[config.mk]
export PLATFORM = sky130hd
export DESIGN_NAME = usb2_ep_in_arbiter_flat
export DESIGN_NICKNAME = d
export VERILOG_FILES = /design/src/rtl/usb2_ep_in_arbiter_if.sv /design/src/rtl/usb2_ep_in_arbiter.sv /design/src/flat_wrapper.sv
export SDC_FILE = /design/constraint.sdc
export NUM_CORES = 1
export LEC_CHECK = 0
export BUFFER_PORTS_ARGS = -buffer_cell sky130_fd_sc_hd__buf_2
export CAP_MARGIN = 20
export CORE_ASPECT_RATIO = 0.9
export CORE_UTILIZATION = 47
export CTS_CLUSTER_DIAMETER = 100
export DETAILED_ROUTE_END_ITERATION = 12
export HOLD_SLACK_MARGIN = 0.08
export PLACE_DENSITY = 0.75
export SLEW_MARGIN = 20
export SYNTH_ARGS = -nofsm -noshare
export SYNTH_HDL_FRONTEND = slang
export SYNTH_SLANG_ARGS = --single-unit
[constraint.sdc]
create_clock -name ext_clk -period 1.5 [get_ports ext_clk]
set_input_delay 0.15 -clock ext_clk [delete_from_list [all_inputs] [get_ports ext_clk]]
set_output_delay 0.15 -clock ext_clk [all_outputs]
set_load 0.03 [all_outputs]
[src/rtl/usb2_ep_in_arbiter_if.sv]
// Bundles the two requester byte streams, the IN endpoint buffer write port and
// arbiter status. master = arbiter side, slave = requesters/endpoint side.
interface usb2_ep_in_arbiter_if;
  localparam int unsigned DATA_W = 8;
  localparam int unsigned ADDR_W = 9;
  localparam int unsigned LEN_W  = 10;

  logic              req0_valid;
  logic [DATA_W-1:0] req0_data;
  logic              req0_last;
  logic              req0_ready;
  logic              req1_valid;
  logic [DATA_W-1:0] req1_data;
  logic              req1_last;
  logic              req1_ready;

  logic [ADDR_W-1:0] buf_in_addr;
  logic [DATA_W-1:0] buf_in_data;
  logic              buf_in_wren;
  logic              buf_in_ready;
  logic              buf_in_commit;
  logic [LEN_W-1:0]  buf_in_commit_len;
  logic              buf_in_commit_ack;

  logic [1:0]        grant;
  logic              busy;

  modport master (
    input  req0_valid, req0_data, req0_last,
    output req0_ready,
    input  req1_valid, req1_data, req1_last,
    output req1_ready,
    output buf_in_addr, buf_in_data, buf_in_wren,
    input  buf_in_ready,
    output buf_in_commit, buf_in_commit_len,
    input  buf_in_commit_ack,
    output grant, busy
  );

  modport slave (
    output req0_valid, req0_data, req0_last,
    input  req0_ready,
    output req1_valid, req1_data, req1_last,
    input  req1_ready,
    input  buf_in_addr, buf_in_data, buf_in_wren,
    output buf_in_ready,
    input  buf_in_commit, buf_in_commit_len,
    output buf_in_commit_ack,
    input  grant, busy
  );
endinterface

[src/rtl/usb2_ep_in_arbiter.sv]
// Round-robin arbiter sharing the USB 2.0 IN endpoint buffer write port between
// two byte-stream requesters; packs into <=MAX_LEN packets and commits each one.
module usb2_ep_in_arbiter #(
  parameter int unsigned MAX_LEN = 512
) (
  input  logic            ext_clk,
  input  logic            reset,
  usb2_ep_in_arbiter_if.master bus
);
  localparam int unsigned DATA_W = 8;
  localparam int unsigned ADDR_W = 9;
  localparam int unsigned CNT_W  = 10;

  localparam logic [1:0] S_IDLE    = 2'd0;
  localparam logic [1:0] S_FILL    = 2'd1;
  localparam logic [1:0] S_COMMIT  = 2'd2;
  localparam logic [1:0] S_ACK_LOW = 2'd3;

  logic [1:0]        state_q, state_d;
  logic [CNT_W-1:0]  count_q, count_d;
  logic              hold_q, hold_d;
  logic              last_grant_q, last_grant_d;
  logic              owner_q, owner_d;
  logic [1:0]        grant_q, grant_d;
  logic              busy_q, busy_d;
  logic              wren_q, wren_d;
  logic [ADDR_W-1:0] addr_q, addr_d;
  logic [DATA_W-1:0] data_q, data_d;
  logic              commit_q, commit_d;
  logic [CNT_W-1:0]  len_q, len_d;

  logic              room_c;
  logic              ready0_c;
  logic              ready1_c;
  logic              accept_c;
  logic              own_last_c;
  logic [DATA_W-1:0] own_data_c;

  // Byte acceptance is combinational so a stream can move one byte per cycle.
  assign room_c     = count_q < CNT_W'(MAX_LEN);
  assign ready0_c   = grant_q[0] & (state_q == S_FILL) & room_c;
  assign ready1_c   = grant_q[1] & (state_q == S_FILL) & room_c;
  assign accept_c   = (ready0_c & bus.req0_valid) | (ready1_c & bus.req1_valid);
  assign own_last_c = owner_q ? bus.req1_last : bus.req0_last;
  assign own_data_c = owner_q ? bus.req1_data : bus.req0_data;

  // Next-state and registered-output logic.
  always_comb begin
    state_d      = state_q;
    count_d      = count_q;
    hold_d       = hold_q;
    last_grant_d = last_grant_q;
    owner_d      = owner_q;
    grant_d      = grant_q;
    busy_d       = busy_q;
    wren_d       = 1'b0;
    addr_d       = addr_q;
    data_d       = data_q;
    commit_d     = commit_q;
    len_d        = len_q;

    case (state_q)
      S_IDLE: begin
        if (bus.buf_in_ready && (bus.req0_valid || bus.req1_valid)) begin
          // A split transfer keeps its owner; otherwise alternate on a tie.
          if (hold_q) begin
            owner_d = last_grant_q;
          end else if (bus.req0_valid && bus.req1_valid) begin
            owner_d = ~last_grant_q;
          end else begin
            owner_d = bus.req1_valid;
          end
          grant_d = owner_d ? 2'b10 : 2'b01;
          busy_d  = 1'b1;
          count_d = '0;
          state_d = S_FILL;
        end
      end

      S_FILL: begin
        if (accept_c) begin
          wren_d  = 1'b1;
          addr_d  = count_q[ADDR_W-1:0];
          data_d  = own_data_c;
          count_d = count_q + CNT_W'(1);
          if (own_last_c) begin
            hold_d  = 1'b0;
            state_d = S_COMMIT;
          end else if ((count_q + CNT_W'(1)) == CNT_W'(MAX_LEN)) begin
            hold_d  = 1'b1;
            state_d = S_COMMIT;
          end
        end
      end

      S_COMMIT: begin
        // Ack is only honoured once commit has been visible for a cycle.
        commit_d = 1'b1;
        len_d    = count_q;
        if (commit_q && bus.buf_in_commit_ack) begin
          commit_d = 1'b0;
          state_d  = S_ACK_LOW;
        end
      end

      S_ACK_LOW: begin
        if (!bus.buf_in_commit_ack) begin
          last_grant_d = owner_q;
          grant_d      = 2'b00;
          busy_d       = 1'b0;
          state_d      = S_IDLE;
        end
      end

      default: begin
        state_d = S_IDLE;
      end
    endcase
  end

  always_ff @(posedge ext_clk) begin
    if (reset) begin
      state_q      <= S_IDLE;
      count_q      <= '0;
      hold_q       <= 1'b0;
      last_grant_q <= 1'b1;
      owner_q      <= 1'b0;
      grant_q      <= 2'b00;
      busy_q       <= 1'b0;
      wren_q       <= 1'b0;
      addr_q       <= '0;
      data_q       <= '0;
      commit_q     <= 1'b0;
      len_q        <= '0;
    end else begin
      state_q      <= state_d;
      count_q      <= count_d;
      hold_q       <= hold_d;
      last_grant_q <= last_grant_d;
      owner_q      <= owner_d;
      grant_q      <= grant_d;
      busy_q       <= busy_d;
      wren_q       <= wren_d;
      addr_q       <= addr_d;
      data_q       <= data_d;
      commit_q     <= commit_d;
      len_q        <= len_d;
    end
  end

  assign bus.req0_ready        = ready0_c;
  assign bus.req1_ready        = ready1_c;
  assign bus.buf_in_wren       = wren_q;
  assign bus.buf_in_addr       = addr_q;
  assign bus.buf_in_data       = data_q;
  assign bus.buf_in_commit     = commit_q;
  assign bus.buf_in_commit_len = len_q;
  assign bus.grant             = grant_q;
  assign bus.busy              = busy_q;
endmodule

[src/flat_wrapper.sv]
// flat-port wrapper written by rule: the top's interface ports become plain ports
module usb2_ep_in_arbiter_flat 
#(
  parameter int unsigned MAX_LEN = 512
)
  (ext_clk, reset, bus_req0_valid, bus_req0_data, bus_req0_last, bus_req0_ready, bus_req1_valid, bus_req1_data, bus_req1_last, bus_req1_ready, bus_buf_in_addr, bus_buf_in_data, bus_buf_in_wren, bus_buf_in_ready, bus_buf_in_commit, bus_buf_in_commit_len, bus_buf_in_commit_ack, bus_grant, bus_busy);
  usb2_ep_in_arbiter_if bus_i ();
  input  logic ext_clk;
  input  logic reset;
  input wire logic [$bits(bus_i.req0_valid)-1:0] bus_req0_valid;
  input wire logic [$bits(bus_i.req0_data)-1:0] bus_req0_data;
  input wire logic [$bits(bus_i.req0_last)-1:0] bus_req0_last;
  output wire logic [$bits(bus_i.req0_ready)-1:0] bus_req0_ready;
  input wire logic [$bits(bus_i.req1_valid)-1:0] bus_req1_valid;
  input wire logic [$bits(bus_i.req1_data)-1:0] bus_req1_data;
  input wire logic [$bits(bus_i.req1_last)-1:0] bus_req1_last;
  output wire logic [$bits(bus_i.req1_ready)-1:0] bus_req1_ready;
  output wire logic [$bits(bus_i.buf_in_addr)-1:0] bus_buf_in_addr;
  output wire logic [$bits(bus_i.buf_in_data)-1:0] bus_buf_in_data;
  output wire logic [$bits(bus_i.buf_in_wren)-1:0] bus_buf_in_wren;
  input wire logic [$bits(bus_i.buf_in_ready)-1:0] bus_buf_in_ready;
  output wire logic [$bits(bus_i.buf_in_commit)-1:0] bus_buf_in_commit;
  output wire logic [$bits(bus_i.buf_in_commit_len)-1:0] bus_buf_in_commit_len;
  input wire logic [$bits(bus_i.buf_in_commit_ack)-1:0] bus_buf_in_commit_ack;
  output wire logic [$bits(bus_i.grant)-1:0] bus_grant;
  output wire logic [$bits(bus_i.busy)-1:0] bus_busy;
  assign bus_i.req0_valid = bus_req0_valid;
  assign bus_i.req0_data = bus_req0_data;
  assign bus_i.req0_last = bus_req0_last;
  assign bus_req0_ready = bus_i.req0_ready;
  assign bus_i.req1_valid = bus_req1_valid;
  assign bus_i.req1_data = bus_req1_data;
  assign bus_i.req1_last = bus_req1_last;
  assign bus_req1_ready = bus_i.req1_ready;
  assign bus_buf_in_addr = bus_i.buf_in_addr;
  assign bus_buf_in_data = bus_i.buf_in_data;
  assign bus_buf_in_wren = bus_i.buf_in_wren;
  assign bus_i.buf_in_ready = bus_buf_in_ready;
  assign bus_buf_in_commit = bus_i.buf_in_commit;
  assign bus_buf_in_commit_len = bus_i.buf_in_commit_len;
  assign bus_i.buf_in_commit_ack = bus_buf_in_commit_ack;
  assign bus_grant = bus_i.grant;
  assign bus_busy = bus_i.busy;
  usb2_ep_in_arbiter #(.MAX_LEN(MAX_LEN)) u_core (.ext_clk(ext_clk), .reset(reset), .bus(bus_i));
endmodule
==> results.py, run 1 <==
metrics = {
    "routing": {
        "drtAntennaViolNets": 0,
        "firstDrtPassIters": 4,
        "vias": 2355,
        "wl_per_cell_um": 16.2,
        "drt-total-wl_um": 6930,
        "dr.first_iter.drc_count": 193,
        "viasPerCell": 5.50,
        "drc": 0,
    },
    "outcome": {
        "status": "finished with violations",
        "violations": "setup timing",
    },
    "grt": {
        "grt_start_max_net_pins": 30,
        "grt_pass1_wl_um": 8980,
        "grt-ovfl-total": 0,
        "grt_pass1_vias": 1915,
        "antenna_found_initial": 0,
        "grt_util_all_layers_pct": 23.1,
    },
    "critical_path": {
        "critPathKind": "flip-flop to flip-flop",
        "startpoint_type": "flip-flop",
        "crit_required_ps": 1700,
        "cp-end-kind": "flip-flop",
        "worstPathMaxFanout": 4,
        "worstPathArrival_ps": 1890,
    },
    "flow_run": {
        "cap_violations": 0,
    },
    "timing": {
        "finalSetupTns_ps": -1510,
        "fin_crit_sh_pct": 113,
        "slew_viol_final": 0,
        "fin_crit_ps": 1690,
        "worst_pin_slew_ps": 438,
        "clock_skew_ps": 12.6,
        "final-setup-viol-count": 15,
        "rsz0062_at_grt": "yes",
        "fmax_mhz": 591,
        "relSlewSlack_pct": 70.5,
        "timing.final.ws_setup_ps": -191,
        "final_hold_viol_count": 0,
    },
    "floorplan": {
        "rows": 23,
        "start_util_pct": 49.8,
        "die_y_um": 67.6,
        "io_pins": 58,
        "dieArea_sq_mm": 0.00507,
        "coreArea_sq_mm": 0.00452,
        "die_w_um": 74.9,
    },
    "synth": {
        "synth_edf_count": 0,
        "postSynthCellCount": 260,
        "netlist_area_sq_mm": 0.00225,
        "synthDistinctLibCells": 42,
        "synth_nets": 291,
        "synth_async_sr_flop_share_pct": 0,
        "ys_seq_area_share_pct": 41.8,
        "ys_ff_latch": 47,
        "synth_warnings": 0,
        "avgSynthCellArea_sq_um": 8.65,
        "synth_ff_type": "dfxtp_1",
    },
    "clock_tree": {
        "cts_tree": "yes",
        "clockRootBuffer": "clkbuf_8",
        "numCtsBuffers": 5,
        "clock_latency_ps": 310,
        "hold_buffers": 0,
        "cts_max_path_buffers": 2,
        "htreeDepth": 2,
        "cts.sinks": 47,
        "path_clk_slew_ps": 100,
    },
    "power": {
        "p_seq_share_pct": 36.9,
        "irDropWorstVdd_v": 0.000874,
        "p_int_mw": 2.48,
        "p_per_area_mw_per_mm2": 1090,
        "combPwrFrac_pct": 37.3,
        "leakagePower_nw": 1.42,
        "power_frac_clock_pct": 25.8,
        "swShare_pct": 33.3,
        "p_sw_mw": 1.24,
    },
    "layout": {
        "antenna_cells": 0,
        "syn2layout_area_growth_pct": 51.1,
        "final_layout_size_suffix_gt1_share_pct": 51.1,
        "final_nets": 396,
        "nFillCells": 309,
        "multiInputGateArea_sq_mm": 0.00140,
        "fin_util_pct": 75.2,
        "final-seq-area_sq_um": 958,
    },
    "placement": {
        "hpwl_um": 4110,
        "place.port_buffers": 57,
        "place_congestion": 0.876,
    },
    "worst_hold_path": {
        "hold_path.class": "input pin to flip-flop",
    },
}
[kinds of logic (layout without fill, tap and decap cells)]
| kind of cell | Yosys count | after routing | synth area share [%] |
|---|---|---|---|
| compound gates | 59 | 59 | 17.1 |
| fa+ha+maj | 7 | 7 | 3.89 |
| buf+inv | 21 | 127 | 5.12 |
| flops | 47 | 47 | 41.8 |
| mux | 22 | 22 | 9.84 |
| simple gates | 104 | 104 | 22.2 |
[power by group through the flow]
stage	logic [mW]	clock network (mW)	registers, mW
after floorplan	0.563	0	1.47
after global placement	1.03	0	1.39
after detailed placement	1.05	0	1.39
after CTS	1.11	0.973	1.37
after global routing	1.49	1.04	1.38
final	1.39	0.961	1.37
[state kept, by name (all words and copies together) (netlist names), 2 cells and up]
signal / flops
u_core.bus.buf_in_data: 8
u_core.bus.grant: 2
u_core.bus.buf_in_addr: 9
u_core.bus.buf_in_commit_len: 10
u_core.state_q: 2
u_core.count_q: 10
[per-layer routing]
metal  vias to the layer above  routed length (um)  global-route usage (%)
li1                       1119                   -                       -
met1                      1105                2870                    30.5
met2                       106                3500                    38.1
met3                        25                 366                    4.48
met4                         0                 181                    6.37
met5                         -                   0                       0
[repair_timing]
item / 4_1_cts / 5_1_grt
setup buffers: 2 / 10
pin swaps: 3 / 30
resized for setup: 16 / 55
endpoints found under the setup margin: 26 / 32
cloned: 1 / 2
[final timing paths]
check | depth (start not counted) | to | slack [ps] | start
max | 7 | u_core.hold_q$_SDFFE_PP0P_ | -190 | u_core.count_q[0]$_SDFFE_PP0P_
min | 3 | u_core.bus.buf_in_data[4]$_SDFFE_PP0P_ | 170 | bus_req0_data[4]
max reg2reg | 7 | u_core.hold_q$_SDFFE_PP0P_ | -190 | u_core.count_q[0]$_SDFFE_PP0P_
min reg2reg | 2 | u_core.bus.buf_in_addr[1]$_SDFFE_PP0P_ | 460 | u_core.bus.buf_in_addr[1]$_SDFFE_PP0P_
[placed cells by master (no fill, tap or decap), types with 7 or more instances in the layout]
| cell | instances |
|---|---|
| nand2_1 | 27 |
| buf_2 | 55 |
| a21oi_2 | 10 |
| dfxtp_1 | 37 |
| buf_4 | 48 |
| nor2_1 | 34 |
| dfxtp_2 | 8 |
| a211oi_1 | 7 |
| a21oi_1 | 14 |
| buf_6 | 8 |
| mux2i_1 | 21 |
[metrics by stage]
step	instance area (sq um)	hold slack, ps	setup slack [ps]	cells	power, mW
6_report	3400	169	-191	428	3.72
4_1_cts	3080	176	-141	417	3.45
3_3_place_gp	2890	439	-136	406	2.41
3_5_place_dp	2890	443	-242	406	2.44
2_1_floorplan	2280	323	-113	260	2.03
5_1_grt	3400	180	-281	428	3.91
[critical path: stages (launching register included)]
cell	delay, ps
dfxtp_2	360
ha_4	140
and4_4	260
a21oi_2	60
a311o_2	390
buf_4	160
a41oi_2	150
a211oi_1	60
[layout make-up]
cell class | instances | share of cell area (%)
well taps | 62 | 2.28
repair buffers | 116 | 24.6
flip-flops and latches | 47 | 28.2
clock inverters | 3 | 1.36
inverters | 3 | 0.331
clock buffers | 5 | 2.03
multi-input cells | 192 | 41.2
[synthesized netlist by cell type, types with 2 or more instances]
| library cell | instances | area share [%] |
|---|---|---|
| nor2b_1 | 4 | 1.1 |
| clkbuf_1 | 7 | 1.2 |
| ha_1 | 7 | 3.9 |
| a211oi_1 | 11 | 3.7 |
| dfxtp_1 | 47 | 42 |
| mux2i_1 | 21 | 9.3 |
| nand2b_1 | 4 | 1.1 |
| nand3b_1 | 3 | 1.0 |
| buf_6 | 3 | 1.5 |
| or2b_1 | 3 | 1.0 |
| nand3_1 | 3 | 0.67 |
| o21ai_0 | 9 | 2.0 |
| nand4_1 | 3 | 0.83 |
| nor2_1 | 38 | 6.3 |
| a21oi_1 | 22 | 4.9 |
| o211ai_1 | 2 | 0.67 |
| a41oi_1 | 2 | 0.78 |
| buf_4 | 2 | 0.67 |
| a22oi_1 | 4 | 1.3 |
| a21oi_2 | 2 | 0.78 |
| and3_1 | 2 | 0.56 |
| buf_2 | 5 | 1.1 |
| nor3_1 | 5 | 1.1 |
| inv_1 | 3 | 0.50 |
| nand2_1 | 29 | 4.8 |
| and2_1 | 3 | 0.83 |
Power figures use the tool's default switching activity.
==> run 2, diff against run 1 <==
==> constraint.sdc (replaced) <==
create_clock -name ext_clk -period 1.5 [get_ports ext_clk]
set_input_delay 0.3 -clock ext_clk [delete_from_list [all_inputs] [get_ports ext_clk]]
set_output_delay 0.3 -clock ext_clk [all_outputs]
set_load 0.03 [all_outputs]
==> run 2 against run 1 <==
The run still ends with setup timing left. Routed wire length decreased by 11%. Via count decreased by 5.5%. Non-clock buffer count fell by 2. Final area decreased by 1.8%. Maximum frequency about the same. Combinational power down 4%. Sequential share of layout area increased by 0.44 points. Hold slack better by 150 ps. Clock skew decreased by 6.7 ps. Cell count down 0.47%. Critical path depth did not move.
==> results.py, run 2 (synthesized netlist as in run 1, its figures left out) <==
metrics = {
    "outcome": {
        "status": "finished with violations",
        "violations": "setup timing",
    },
    "critical_path": {
        "reg2reg_slack_ps": -190,
        "startpoint_type": "flip-flop",
        "r2r-end": "u_core.state_q[1]$_SDFFE_PP0P_",
        "r2r-start": "u_core.count_q[1]$_SDFFE_PP0P_",
        "crit_required_ps": 1730,
        "cp-end-kind": "flip-flop",
        "r2r_cells": 7,
        "worstPathArrival_ps": 1920,
        "worstPathMaxFanout": 3,
        "critPathKind": "flip-flop to flip-flop",
    },
    "grt": {
        "grt-ovfl-total": 0,
        "grt_pass1_vias": 1963,
        "antenna_found_initial": 0,
        "grt_start_max_net_pins": 24,
        "use_met3_pct": 5.07,
        "globalRouteMet2Util_pct": 40.3,
        "grt_pass1_wl_um": 9120,
        "grt_util_all_layers_pct": 24.1,
        "busiest_layer": "met2",
        "use_met1_pct": 29.8,
    },
    "power": {
        "p_per_area_mw_per_mm2": 1090,
        "power_frac_clock_pct": 26.0,
        "leakagePower_nw": 1.39,
        "irDropWorstVdd_v": 0.000916,
        "p_sw_mw": 1.21,
        "swShare_pct": 33.2,
        "p_int_mw": 2.44,
        "p_seq_share_pct": 37.6,
        "combPwrFrac_pct": 36.4,
    },
    "timing": {
        "whs_ps": 323,
        "relSlewSlack_pct": 71.4,
        "final_hold_viol_count": 0,
        "fmax_mhz": 591,
        "finalSetupTns_ps": -1870,
        "rsz0062_at_grt": "yes",
        "fin_crit_sh_pct": 113,
        "worst_pin_slew_ps": 428,
        "slew_viol_final": 0,
        "fin_crit_ps": 1690,
        "timing.final.ws_setup_ps": -192,
        "final-setup-viol-count": 20,
        "clock_skew_ps": 5.89,
    },
    "floorplan": {
        "dieArea_sq_mm": 0.00507,
        "die_w_um": 74.9,
        "start_util_pct": 49.8,
        "rows": 23,
        "die_y_um": 67.6,
        "coreArea_sq_mm": 0.00452,
        "io_pins": 58,
    },
    "clock_tree": {
        "cts.sinks": 47,
        "cts_tree": "yes",
        "clock_latency_ps": 310,
        "hold_buffers": 0,
        "path_clk_slew_ps": 90,
        "cts_max_path_buffers": 2,
        "numCtsBuffers": 5,
        "htreeDepth": 2,
        "clockRootBuffer": "clkbuf_8",
    },
    "placement": {
        "dp_slack_ps": -185,
        "place_congestion": 0.915,
        "place.port_buffers": 57,
        "placed_area_sq_mm": 0.00291,
        "hpwl_um": 3960,
    },
    "routing": {
        "drc": 0,
        "drt-total-wl_um": 6160,
        "wl_per_cell_um": 14.5,
        "firstDrtPassIters": 4,
        "viasPerCell": 5.22,
        "dr.first_iter.drc_count": 140,
        "drtAntennaViolNets": 0,
        "vias": 2225,
    },
    "worst_hold_path": {
        "min_path_cells": 3,
        "worstHoldStart": "bus_req0_data[2]",
        "holdPathEnd": "u_core.bus.buf_in_data[2]$_SDFFE_PP0P_",
        "hold_path.class": "input pin to flip-flop",
    },
    "layout": {
        "final_nets": 394,
        "syn2layout_area_growth_pct": 48.3,
        "antenna_cells": 0,
        "final_common_cell": "buf_2",
        "final_area_sq_mm": 0.00334,
        "final_layout_size_suffix_gt1_share_pct": 50.3,
        "final_cell_mix": "buf_2, buf_4, dfxtp_1, nor2_1, nand2_1",
    },
    "flow_run": {
        "cap_violations": 0,
    },
}
## run 2: cell count changes in the layout (fill, tap and decap cells not counted), sizes merged
cell,delta
clkbuf,-2
## run 2: area by class of cell
cell class	count	area, sq um
clock buffer	5	68.8
clock inverter	3	46.3
fill	356	1180
inverter	3	16.3
multi-input combinational	192	1420
sequential	47	956
tap	62	77.6
timing repair buffer	114	756
## run 2: worst max path at each step
stage / start / end / slack, ps / depth (start not counted)
after floorplan: u_core.count_q[6]$_SDFFE_PP0P_ / u_core.state_q[0]$_SDFFE_PP0P_ / -110 / 7
after detailed placement: u_core.state_q[0]$_SDFFE_PP0P_ / u_core.state_q[1]$_SDFFE_PP0P_ / -180 / 7
after global placement: u_core.state_q[0]$_SDFFE_PP0P_ / u_core.state_q[0]$_SDFFE_PP0P_ / -110 / 7
after CTS: u_core.count_q[8]$_SDFFE_PP0P_ / u_core.state_q[1]$_SDFFE_PP0P_ / -160 / 6
final: u_core.count_q[1]$_SDFFE_PP0P_ / u_core.state_q[1]$_SDFFE_PP0P_ / -190 / 7
after global routing: u_core.state_q[1]$_SDFFE_PP0P_ / u_core.count_q[9]$_SDFFE_PP0P_ / -290 / 9
## run 2: critical path, cell delays in order, from the launching register on
cell     delay [ps]
dfxtp_2         350
buf_4           140
and2_4          170
nor4b_4         260
a311o_2         240
nand3_2          90
a21oi_4         150
mux2i_1         210
## run 2: routing by layer
metal	wire, um	up-vias
li1	-	1110
met1	2640	1038
met2	3090	63
met3	295	14
met4	135	0
met5	0	-
## run 2: per-stage QoR
step | instances | utilization [%] | power, mW
after floorplan | 260 | - | 2.03
after global placement | 410 | 64.4 | 2.38
after detailed placement | 410 | 64.4 | 2.40
after CTS | 424 | 70.6 | 3.54
after global routing | 426 | 73.9 | 3.82
final | 426 | 73.9 | 3.64
## run 2: what timing repair did
| action | CTS | global route |
|---|---|---|
| gates resized for setup | 38 | 32 |
| setup buffers | 6 | 2 |
| endpoints found under the setup margin | 26 | 31 |
| pin swaps | 19 | 14 |
| gates cloned | 1 | 0 |
## run 2: power groups by stage
stage               Clock (mW)  Combinational [mW]  Sequential (mW)
floorplan                    0               0.563             1.47
global placement             0               0.998             1.39
detailed placement           0                1.01             1.39
CTS                      0.965                1.22             1.36
global route              1.02                1.42             1.38
finish                   0.949                1.33             1.37
==> run 3, diff against run 2 <==
--- a/config.mk
+++ b/config.mk
@@ -5,8 +5,8 @@
 export SDC_FILE = /design/constraint.sdc
 export NUM_CORES = 1
 export LEC_CHECK = 0
+export ABC_AREA = 1
 export BUFFER_PORTS_ARGS = -buffer_cell sky130_fd_sc_hd__buf_2
-export CAP_MARGIN = 20
 export CORE_ASPECT_RATIO = 0.9
 export CORE_UTILIZATION = 47
 export CTS_CLUSTER_DIAMETER = 100
==> run 3 against run 2 <==
The flow still finishes with violations (setup timing). Non-clock buffer count fell by 24. Clock power fell by 15%. Die area fell by 2.3%. Synthesized cell count rose by 17%. Cell count rose by 6.1%. Critical path type unchanged.
==> results.py, run 3 <==
metrics = {
    "outcome": {
        "status": "finished with violations",
        "violations": "setup timing",
    },
    "timing": {
        "whs_ps": 277,
        "relSlewSlack_pct": 78.2,
        "rsz0062_at_grt": "yes",
        "fin_crit_sh_pct": 108,
        "worst_pin_slew_ps": 324,
        "clock_skew_ps": 5.69,
        "final-setup-viol-count": 6,
        "fin_crit_ps": 1620,
        "final_hold_viol_count": 0,
        "finalSetupTns_ps": -367,
        "slew_viol_final": 0,
        "fmax_mhz": 615,
        "timing.final.ws_setup_ps": -125,
    },
    "critical_path": {
        "cp-end-kind": "flip-flop",
        "worstPathArrival_ps": 1820,
        "slowest_stage": "dfxtp_2",
        "cp_cell_sequence": "buf_4, nor2_1, nor2_1, nor2_1, nand3_1, nor2_2, nand3_4, nand2_4, nand3_2, nand2_1, nor2_1",
        "startpoint_type": "flip-flop",
        "critPathKind": "flip-flop to flip-flop",
        "crit_required_ps": 1700,
        "cp_slowest_stage_delay_ps": 390,
        "cp_common_cell": "nor2_1",
        "worstPathMaxFanout": 6,
    },
    "routing": {
        "firstDrtPassIters": 4,
        "drtAntennaViolNets": 0,
        "wl_per_cell_um": 13.6,
        "drc": 0,
        "drt-total-wl_um": 6140,
        "vias": 2312,
        "dr.first_iter.drc_count": 133,
        "viasPerCell": 5.12,
    },
    "layout": {
        "final_area_sq_mm": 0.00310,
        "final_common_cell": "buf_2",
        "antenna_cells": 0,
        "nFillCells": 359,
        "final_cell_mix": "buf_2, a21oi_1, nand2_1, dfxtp_1, nor2_1",
        "syn2layout_area_growth_pct": 41.3,
        "fin_util_pct": 69.5,
        "final_nets": 420,
        "final_layout_size_suffix_gt1_share_pct": 40.0,
    },
    "synth": {
        "synth_xor_area_share_pct": 0.399,
        "synth_warnings": 0,
        "synth.area.top_cells": "dfxtp_1, a21oi_1, nand2_1",
        "synth_nets": 334,
        "avgSynthCellArea_sq_um": 7.25,
        "ys_seq_area_share_pct": 42.8,
        "synth.most_common_cell": "nand2_1",
        "postSynthCellCount": 303,
        "synthAdderAreaFrac_pct": 3.99,
        "synth_top_cells_by_count": "nand2_1, a21oi_1, dfxtp_1",
        "synth-simple-area-share_pct": 24.3,
        "synth_async_sr_flop_share_pct": 0,
        "netlist_area_sq_mm": 0.00220,
        "ys_ff_latch": 47,
        "synth_edf_count": 0,
        "synth_ff_type": "dfxtp_1",
        "synth.top_cell.area_share_pct": 42.8,
        "synth_top_family_by_area": "simple AND/OR/NAND/NOR gates",
        "synth.area.mux_share_pct": 0.513,
        "synthDistinctLibCells": 28,
        "synth_compound_area_share_pct": 20.2,
        "synth_largest_area_cell": "dfxtp_1",
    },
    "grt": {
        "antenna_found_initial": 0,
        "grt_start_max_net_pins": 31,
        "grt_pass1_vias": 2015,
        "grt_util_all_layers_pct": 24.4,
        "grt_pass1_wl_um": 9020,
        "grt-ovfl-total": 0,
    },
    "clock_tree": {
        "numCtsBuffers": 5,
        "clock_latency_ps": 300,
        "clockRootBuffer": "clkbuf_8",
        "cts_tree": "yes",
        "htreeDepth": 2,
        "cts_max_path_buffers": 2,
        "path_clk_slew_ps": 90,
        "cts.sinks": 47,
        "hold_buffers": 0,
    },
    "power": {
        "p_per_area_mw_per_mm2": 1390,
        "irDropWorstVdd_v": 0.00100,
        "leakagePower_nw": 1.45,
        "finalPower_mw": 4.32,
    },
    "floorplan": {
        "start_util_pct": 49.2,
        "die_y_um": 66.8,
        "io_pins": 58,
        "coreArea_sq_mm": 0.00446,
        "rows": 23,
        "dieArea_sq_mm": 0.00495,
        "die_w_um": 74.1,
    },
    "flow_run": {
        "cap_violations": 0,
    },
    "placement": {
        "placed_area_sq_mm": 0.00278,
        "place.port_buffers": 57,
        "hpwl_um": 4190,
        "place_congestion": 0.870,
    },
    "worst_hold_path": {
        "hold_path.class": "input pin to flip-flop",
    },
}
-- run 3: cell count changes in the layout (fill, tap and decap cells not counted), sizes merged, moves of 5 or more --
cell	previous run	this run
a211oi	11	1
nand2	29	57
mux2i	21	0
nor2	38	46
a21oi	25	47
inv	4	31
o21ai	9	35
nand3	4	13
buf	114	90
nor3	5	0
-- run 3: cells by family (layout without fill, tap and decap cells) --
logic type / after synthesis / after routing
and+or+nand+nor: 119 / 119
muxes: 1 / 1
AOI/OAI and AO/OA: 84 / 85
adders and majority gates: 7 / 7
DFF: 47 / 47
buffers and inverters: 44 / 130
xor gates and xnor gates: 1 / 1
-- run 3: power by group --
group | internal (mW) | switching [mW]
Clock | 0.376 | 0.434
Sequential | 1.47 | 0.134
Combinational | 0.683 | 1.22
Total | 2.53 | 1.79
-- run 3: cell type report --
cell class	instances	area, sq um	area share [%]
Clock buffer	6	82.6	2.66
Clock inverter	2	16.3	0.524
Inverter	31	119	3.83
Multi-Input combinational cell	213	1260	40.7
Sequential cell	47	958	30.9
Tap cell	62	77.6	2.50
Timing Repair Buffer	90	577	18.6
Timing Repair inverter	1	7.51	0.242
-- run 3: stage by stage --
stage | setup WS [ps] | std cells
global route | -254 | 452
finish | -125 | 452
detailed placement | -106 | 439
global placement | -44.2 | 439
CTS | -55.2 | 450
floorplan | -74.6 | 303
-- run 3: timing repair --
action | 4_1_cts | 5_1_grt
pin swaps | 2 | 13
endpoints found under the setup margin | 29 | 28
gates resized for setup | 16 | 38
buffers inserted | 2 | 1
cloned | 1 | 1
-- run 3: final timing paths --
| path | end | cells after the start | startpoint | slack [ps] |
|---|---|---|---|---|
| worst min-delay path | u_core.bus.buf_in_data[1]$_SDFFE_PP0P_ | 3 | bus_req1_data[1] | 280 |
| worst max-delay path | u_core.state_q[0]$_SDFFE_PP0P_ | 11 | u_core.count_q[2]$_SDFFE_PP0P_ | -120 |
| worst min register to register | u_core.bus.buf_in_commit$_SDFFE_PP0P_ | 2 | u_core.bus.buf_in_commit$_SDFFE_PP0P_ | 490 |
| worst max register to register | u_core.state_q[0]$_SDFFE_PP0P_ | 11 | u_core.count_q[2]$_SDFFE_PP0P_ | -120 |
-- run 3: worst max-delay path: cells and delay by family (launching register included) --
kind / cells / cell delay, ps
DFF: 1 / 390
buffers and inverters: 1 / 160
and+or+nand+nor: 10 / 960
-- run 3: routing by layer --
layer	up-vias	GRT usage [%]	share of wire [%]
li1	1154	-	-
met1	1100	30.0	44
met2	51	41.7	51
met3	7	5.30	4.1
met4	0	8.41	1.0
met5	-	0	0
